### config.mk
export PLATFORM = sky130hd
export DESIGN_NAME = exec_ctrl
export DESIGN_NICKNAME = d
export VERILOG_FILES = /design/src/rtl/exec_ctrl.sv
export SDC_FILE = /design/constraint.sdc
export NUM_CORES = 1
export LEC_CHECK = 0
export BUFFER_PORTS_ARGS = -buffer_cell sky130_fd_sc_hd__buf_4
export CAP_MARGIN = 20
export CORE_UTILIZATION = 26
export DETAILED_ROUTE_END_ITERATION = 12
export GPL_TIMING_DRIVEN = 0
export SKIP_LAST_GASP = 1
export SLEW_MARGIN = 5
export SYNTH_ARGS = -nofsm -noshare
export SYNTH_HDL_FRONTEND = slang
export SYNTH_SLANG_ARGS = --single-unit
### constraint.sdc
create_clock -name clk -period 4 [get_ports clk]
set_input_delay 0.6 -clock clk [delete_from_list [all_inputs] [get_ports clk]]
set_output_delay 0.6 -clock clk [all_outputs]
set_load 0.01 [all_outputs]
### src/rtl/exec_ctrl.sv
// Serial four-state instruction sequencer driving an external 16-bit ALU.
// Holds an 8x16 register file (r0 reads zero) with a combinational debug read port.
module exec_ctrl #(
  parameter int DW  = 16,
  parameter int RAW = 3
) (
  input  logic           clk,
  input  logic           rst,
  input  logic           instr_valid,
  output logic           instr_ready,
  input  logic [15:0]    instr,
  output logic [DW-1:0]  alu_a,
  output logic [DW-1:0]  alu_b,
  output logic [2:0]     alu_aluc,
  input  logic [DW-1:0]  alu_y,
  input  logic           alu_z,
  output logic           wb_valid,
  output logic [RAW-1:0] wb_addr,
  output logic [DW-1:0]  wb_data,
  output logic           cmp_eq,
  input  logic [RAW-1:0] dbg_addr,
  output logic [DW-1:0]  dbg_data
);

  localparam logic [1:0] IDLE  = 2'd0;
  localparam logic [1:0] FETCH = 2'd1;
  localparam logic [1:0] EXEC  = 2'd2;
  localparam logic [1:0] WB    = 2'd3;
  localparam logic [2:0] OP_NEG = 3'd3;
  localparam logic [2:0] OP_CMP = 3'd7;
  localparam int NREG = 1 << RAW;

  logic [1:0]     state_q, state_d;
  logic [2:0]     op_q, op_d;
  logic [RAW-1:0] rd_q, rd_d, rs_q, rs_d, rt_q, rt_d;
  logic [DW-1:0]  a_q, a_d, b_q, b_d, y_q, y_d;
  logic           z_q, z_d;
  logic           wb_valid_q, wb_valid_d, cmp_eq_q, cmp_eq_d;
  logic [RAW-1:0] wb_addr_q, wb_addr_d;
  logic [DW-1:0]  wb_data_q, wb_data_d;
  logic [DW-1:0]  rf_q [NREG];
  logic [DW-1:0]  rf_d [NREG];
  logic           accept_s, exec_s, rf_we_s, unused_s;

  assign unused_s    = ^instr[3:0];
  assign instr_ready = (state_q == IDLE) && !rst;
  assign accept_s    = instr_valid && instr_ready;
  assign exec_s      = (state_q == EXEC);
  assign rf_we_s     = (state_q == WB) && (op_q != OP_CMP) && (rd_q != {RAW{1'b0}});

  // Operands reach the ALU only during EXEC; negate ignores its second operand.
  assign alu_a    = exec_s ? a_q : {DW{1'b0}};
  assign alu_b    = (exec_s && (op_q != OP_NEG)) ? b_q : {DW{1'b0}};
  assign alu_aluc = exec_s ? op_q : 3'd0;
  assign dbg_data = rf_q[dbg_addr];
  assign wb_valid = wb_valid_q;
  assign wb_addr  = wb_addr_q;
  assign wb_data  = wb_data_q;
  assign cmp_eq   = cmp_eq_q;

  // Next-state, instruction/operand/result latches and write-back strobes.
  always_comb begin
    state_d = state_q;
    case (state_q)
      IDLE:    state_d = accept_s ? FETCH : IDLE;
      FETCH:   state_d = EXEC;
      EXEC:    state_d = WB;
      WB:      state_d = IDLE;
      default: state_d = IDLE;
    endcase

    if (accept_s) begin
      op_d = instr[15:13];
      rd_d = instr[12:10];
      rs_d = instr[9:7];
      rt_d = instr[6:4];
    end else begin
      op_d = op_q;
      rd_d = rd_q;
      rs_d = rs_q;
      rt_d = rt_q;
    end

    if (state_q == FETCH) begin
      a_d = rf_q[rs_q];
      b_d = rf_q[rt_q];
    end else begin
      a_d = a_q;
      b_d = b_q;
    end

    if (exec_s) begin
      y_d = alu_y;
      z_d = alu_z;
    end else begin
      y_d = y_q;
      z_d = z_q;
    end

    // Strobes are registered on the EXEC->WB edge so they are visible for the WB cycle only.
    wb_valid_d = exec_s && (op_q != OP_CMP);
    wb_addr_d  = wb_valid_d ? rd_q : {RAW{1'b0}};
    wb_data_d  = wb_valid_d ? alu_y : {DW{1'b0}};
    cmp_eq_d   = exec_s && (op_q == OP_CMP) && alu_z;

    for (int i = 0; i < NREG; i++) begin
      rf_d[i] = (rf_we_s && (rd_q == RAW'(i))) ? y_q : rf_q[i];
    end
  end

  // State update with synchronous reset clearing the whole datapath.
  always_ff @(posedge clk) begin
    if (rst) begin
      state_q    <= IDLE;
      op_q       <= 3'd0;
      rd_q       <= {RAW{1'b0}};
      rs_q       <= {RAW{1'b0}};
      rt_q       <= {RAW{1'b0}};
      a_q        <= {DW{1'b0}};
      b_q        <= {DW{1'b0}};
      y_q        <= {DW{1'b0}};
      z_q        <= 1'b0;
      wb_valid_q <= 1'b0;
      wb_addr_q  <= {RAW{1'b0}};
      wb_data_q  <= {DW{1'b0}};
      cmp_eq_q   <= 1'b0;
      for (int i = 0; i < NREG; i++) begin
        rf_q[i] <= {DW{1'b0}};
      end
    end else begin
      state_q    <= state_d;
      op_q       <= op_d;
      rd_q       <= rd_d;
      rs_q       <= rs_d;
      rt_q       <= rt_d;
      a_q        <= a_d;
      b_q        <= b_d;
      y_q        <= y_d;
      z_q        <= z_d;
      wb_valid_q <= wb_valid_d;
      wb_addr_q  <= wb_addr_d;
      wb_data_q  <= wb_data_d;
      cmp_eq_q   <= cmp_eq_d;
      for (int i = 0; i < NREG; i++) begin
        rf_q[i] <= rf_d[i];
      end
    end
  end

endmodule
# Word-level counts from Yosys, hierarchy flattened
# Memories as Yosys holds them, arrays and structs flattened. A register that Yosys moved wholly into a read port is not among the register bits.
# Cells that the tools add are included.
dict set report op_classes {
  eq_ne 21
  mux 24
  bitwise_logic 9
  reduce_logical 29
}
# cell n
set op_table {}
lappend op_table {{2-to-1 mux 16 bit} 18}
lappend op_table {{logical AND 1 bit} 16}
lappend op_table {{AND reduction 2 bit} 8}
lappend op_table {{equality test 3 bit (second input constant)} 5}
lappend op_table {{!= test 1 bit (second input constant)} 8}
lappend op_table {{OR 1 bit} 8}
lappend op_table {{case mux 2 bit (4 select lines)} 1}
lappend op_table {{equality test 3 x 2 -> 1 bit (second input constant)} 2}
lappend op_table {{equality test 2 bit (second input constant)} 2}
lappend op_table {{2-to-1 mux 1 bit} 4}
lappend op_table {{equality test 3 x 1 -> 1 bit (second input constant)} 1}
lappend op_table {{zero test 3 bit} 1}
lappend op_table {{2-to-1 mux 3 bit} 1}
lappend op_table {{!= test 3 x 2 -> 1 bit (second input constant)} 1}
lappend op_table {{!= test 3 bit (second input constant)} 1}
lappend op_table {{nonzero test 3 bit} 1}
lappend op_table {{equality test 2 x 1 -> 1 bit (second input constant)} 1}
lappend op_table {{zero test 2 bit} 1}
lappend op_table {{OR reduction 2 bit} 1}
lappend op_table {{zero test 1 bit} 1}
lappend op_table {{NOT 1 bit} 1}
dict set report word_totals {
  regBits 51
  mem_bits_rw 128
  input_bits 39
  out_inout_bits 73
  elab_cells 94
  mem_count 1
}
# memory depth width rd rd_ports_with_merged_regs wr line_no
set mem_list {}
lappend mem_list {rf_q 8 16 3 2 8 41} ;# logic [DW-1:0] rf_q [NREG];

# Depth between registers and ports, before layout
dict set report depth {
  depth_word 7
  ltp_mapped 7
  mapped_depth_nobuf 6
}

# Worst setup path before layout
# Ideal clock, no wire load.
dict set report synth_path {
  path_kind {input-to-output}
  start {input dbg_addr[0]}
  end {output dbg_data[0]}
  arrival_ps 1843
  required_time_ps 3400
  slack_ps 1557
  cell_stages 4
  path_buffers 2
  cell_sequence {buf_2 buf_2 mux4_2 mux2_2}
}
dict set report synth_via {
  elab_chain_cells 1
}
# item line_no
set synth_lines {}
lappend synth_lines {{start, declared} 21} ;# input logic [RAW-1:0] dbg_addr,
lappend synth_lines {{memory read (8 x 16 bit)} n/a}
lappend synth_lines {{end, declared} 22} ;# output logic [DW-1:0] dbg_data
# Every way passes these cells.

# Worst setup path in the final report
dict set report layout_path {
  start {register state_q[0]}
  end {output alu_a[6]}
}
dict set report layout_via {
  elab_chain_cells 2
}
# item line_no
set layout_lines {}
lappend layout_lines {{start, declared} 33} ;# logic [1:0] state_q, state_d;
lappend layout_lines {{start signal, assigned} 131} ;# state_q <= state_d;
lappend layout_lines {{equality test 2 bit} 48} ;# assign exec_s = (state_q == EXEC);
lappend layout_lines {{2-to-1 mux 16 bit} 52} ;# assign alu_a = exec_s ? a_q : {DW{1'b0}};
lappend layout_lines {{end, declared} 12} ;# output logic [DW-1:0] alu_a,
# Every way passes these cells.

==> results by group <==
Detailed routing
  – Number of vias per cell: ~4.8
  – Met3 Wirelength: about 2600 microns
  – 1st-iter DRT viols: ~570
  – Antenna Nets Post-Route: 0
  – Post-route DRC: 0
  – Highest routed metal layer: met4
  – Final WL: 32300 microns
  – Via count: ~7400
  – WL per Instance: about 21 microns
  – TritonRoute pass-1 iters: 4
  – Metal2 WL: 14000 microns
  – Wl on met1: 15300 microns

Yosys
  – Synthesized area: ~0.011 sq mm
  – Yosys top cell by area: edfxtp_1
  – Largest family of logic cells by synthesized area: multiplexers
  – Count leader, synth: nor2_1
  – Simple-Gate Fraction of Synth Area: 11.6%
  – Mapped Cells: 861
  – Async SR Flop Fraction: 0%
  – Sequential fraction of the synthesis area: 51.4%
  – Main synth FF type: edfxtp_1
  – Multiplexer area fraction after synthesis: ~23%
  – Xor/xnor share of the synthesized area: 0%
  – Compound-Gate Fraction of Synth Area: under 10%
  – Mean area per synthesized cell: about 12 sq um
  – Top post-synthesis cells by count: 131 x nor2_1, 128 x edfxtp_1, 83 x dfxtp_1, 81 x mux2i_1, 56 x mux2_2
  – Adder-Cell Fraction of Synth Area: less than 1%
  – FF+latch count, synth: around 210
  – Warnings, synthesis: 0
  – Top cells by area, synth: edfxtp_1 36%, dfxtp_1 16%, mux2i_1 7.6%
  – Post-synth EDFFs: approximately 130
  – Distinct cells, synth: 41
  – Synth top area share: a little over a third

Clocking
  – Post-CTS Setup Bufs: 0
  – Clk buf depth: 3
  – CTS buffer count: 25
  – Clock insertion delay at the later pin of the skew report: about 0.52 ns
  – CTS resizes: 0
  – CTS tree: built
  – Num Clock Sinks: roughly 210
  – H-tree depth reported by CTS: 1
  – Worst-path clk slew: 0.06 ns
  – CTS root buf: clkbuf_16
  – Cts hold-fix bufs: 0

Placement
  – GPL Wtd Cong: approximately 0.85
  – Placed inst area: 0.0123 sq mm
  – Number of port buffers: between 100 and 150
  – HPWL after detailed placement: approximately 24000 microns

STA
  – Post-route clock period utilization: approximately three quarters
  – Worst Max-Slew Pin Slew: between 1 and 1.5 ns
  – RSZ-0062 raised after global routing: false
  – Fin. Hold Viols: 0
  – Slew margin rel.: a little under a third
  – Setup TNS Final: 0 ns
  – Final setup fails: 0
  – Clock Skew: between 0.008 and 0.009 ns
  – Final slew viol count: 0
  – Fmax: 0.340 GHz
  – WHS: approximately 0.28 ns
  – Final min period: roughly 3 ns

Floorplan
  – Die height: 205 microns
  – Num ports: between 100 and 150
  – Core area: about 0.04 sq mm
  – Die width: ~200 microns
  – Initial core utilization: about a quarter
  – Row count: between 70 and 80
  – Die area: approximately 0.042 sq mm

Layout
  – Area grow syn2layout: 21.4%
  – Final Util: roughly 32%
  – Design area: around 0.013 sq mm
  – Share of cells above drive strength 1: 27.7%
  – Fin nets: about 1100

Power
  – PwrDens: about 430 mW/mm^2
  – Flop pwr share: between 40% and 50%
  – Combinational power share: between 10% and 20%
  – Net Sw Frac: a little over a quarter
  – Int Pwr: roughly 4100 uW
  – Worst VDD drop: ~0.27 mV
  – Clock power share: 37.5%
  – Sw Pwr: 1530 uW
  – Leak Pwr: ~0.0048 uW

Worst setup path
  – Cells on worst reg2reg path: 4
  – R2R Setup Slk: approximately 1.4 ns
  – Worst Path Arrival: roughly 2.3 ns
  – Kind of launch point of the worst setup path: flop
  – Crit Path Max Fanout: 11
  – CP endpoint kind: output port
  – Required @ worst endpoint: between 3 and 4 ns
  – Kind of critical path: flop to output port

GRT
  – Vias in the first global route: 7549
  – Total GRT Usage: 15.2%
  – Antenna violations before repair: 0
  – Largest net degree at the start of global routing: 17
  – First-pass GRT wire length: between 40000 and 50000 microns
  – Overflow after GRT: 0

Job
  – Max-cap violations: 0

Min path
  – Hold Path Cell Cnt: 3
  – HP Class: input pin to flop

Outcome
  – Status: finished, final reports clean
layout by cell type (no fill, tap or decap), types with 32 or more instances in the layout:
| cell type | instances |
|---|---|
| nor2_1 | 131 |
| edfxtp_1 | 128 |
| buf_4 | 104 |
| dfxtp_1 | 83 |
| mux2i_1 | 81 |
| mux2_2 | 56 |
| and2_1 | 54 |
| clkbuf_1 | 49 |
| nand2b_1 | 36 |
| mux4_2 | 32 |
layer usage:
layer / track usage, % / vias up
met1: 22.6 / 3624
met2: 22.9 / 304
li1: - / 3461
met4: 2.91 / 0
met3: 2.78 / 33
met5: 0 / -
path summary, 6_finish.rpt:
path / startpoint / to
worst max-delay path: state_q[0] / alu_a[6]
worst min-delay path: instr[15] / op_q[2]
worst max register to register: state_q[0] / rf_q[1][13]
worst min register to register: b_q[9] / b_q[9]
stage by stage:
stage               std cells  total power, uW  setup slack [ns]
finish                   1555             5610              1.06
detailed placement       1508             3540              1.05
floorplan                 876             3180              1.56
global placement         1505             3530             0.740
CTS                      1554             5650             0.989
global route             1554             5810             0.906
worst max-delay path, cell delays in order, from the launching register on:
cell,delay (ns)
dfxtp_1,0.32
inv_1,0.08
ha_1,0.19
buf_2,0.28
clkbuf_1,0.55
and2_1,0.26
buf_4,0.13
power groups by stage:
stage | sequential, uW | clock (uW) | combinational [uW]
global placement | 2560 | 0 | 965
detailed placement | 2570 | 0 | 976
floorplan | 2540 | 0 | 643
finish | 2520 | 2110 | 986
CTS | 2520 | 2140 | 986
global route | 2540 | 2230 | 1050
state kept, by name, summed over array words and instances, names as in the netlist:
signal,cells
a_q,16
b_q,16
cmp_eq,1
op_q,3
rd_q,3
rf_q,128
rs_q,3
rt_q,3
state_q,2
wb_addr,3
wb_data,16
wb_valid,1
y_q,16
cell type report:
type                       count  area, sq um
fill                        4103        27200
sequential                   211         5510
multi-input combinational    576         4750
timing repair buffer         107          822
clock buffer                  34          659
tap                          525          657
buffer                        71          448
clock inverter                12         88.8
inverter                      18         67.6
antenna                        1         2.50
cell families after synthesis:
logic type | count (synthesis)
AOI/OAI and AO/OA | 111
adders and majority gates | 4
buffers and inverters | 89
DFF | 211
muxes | 193
other | 1
and+or+nand+nor | 252
No activity file was read; power rests on OpenSTA's default activity.
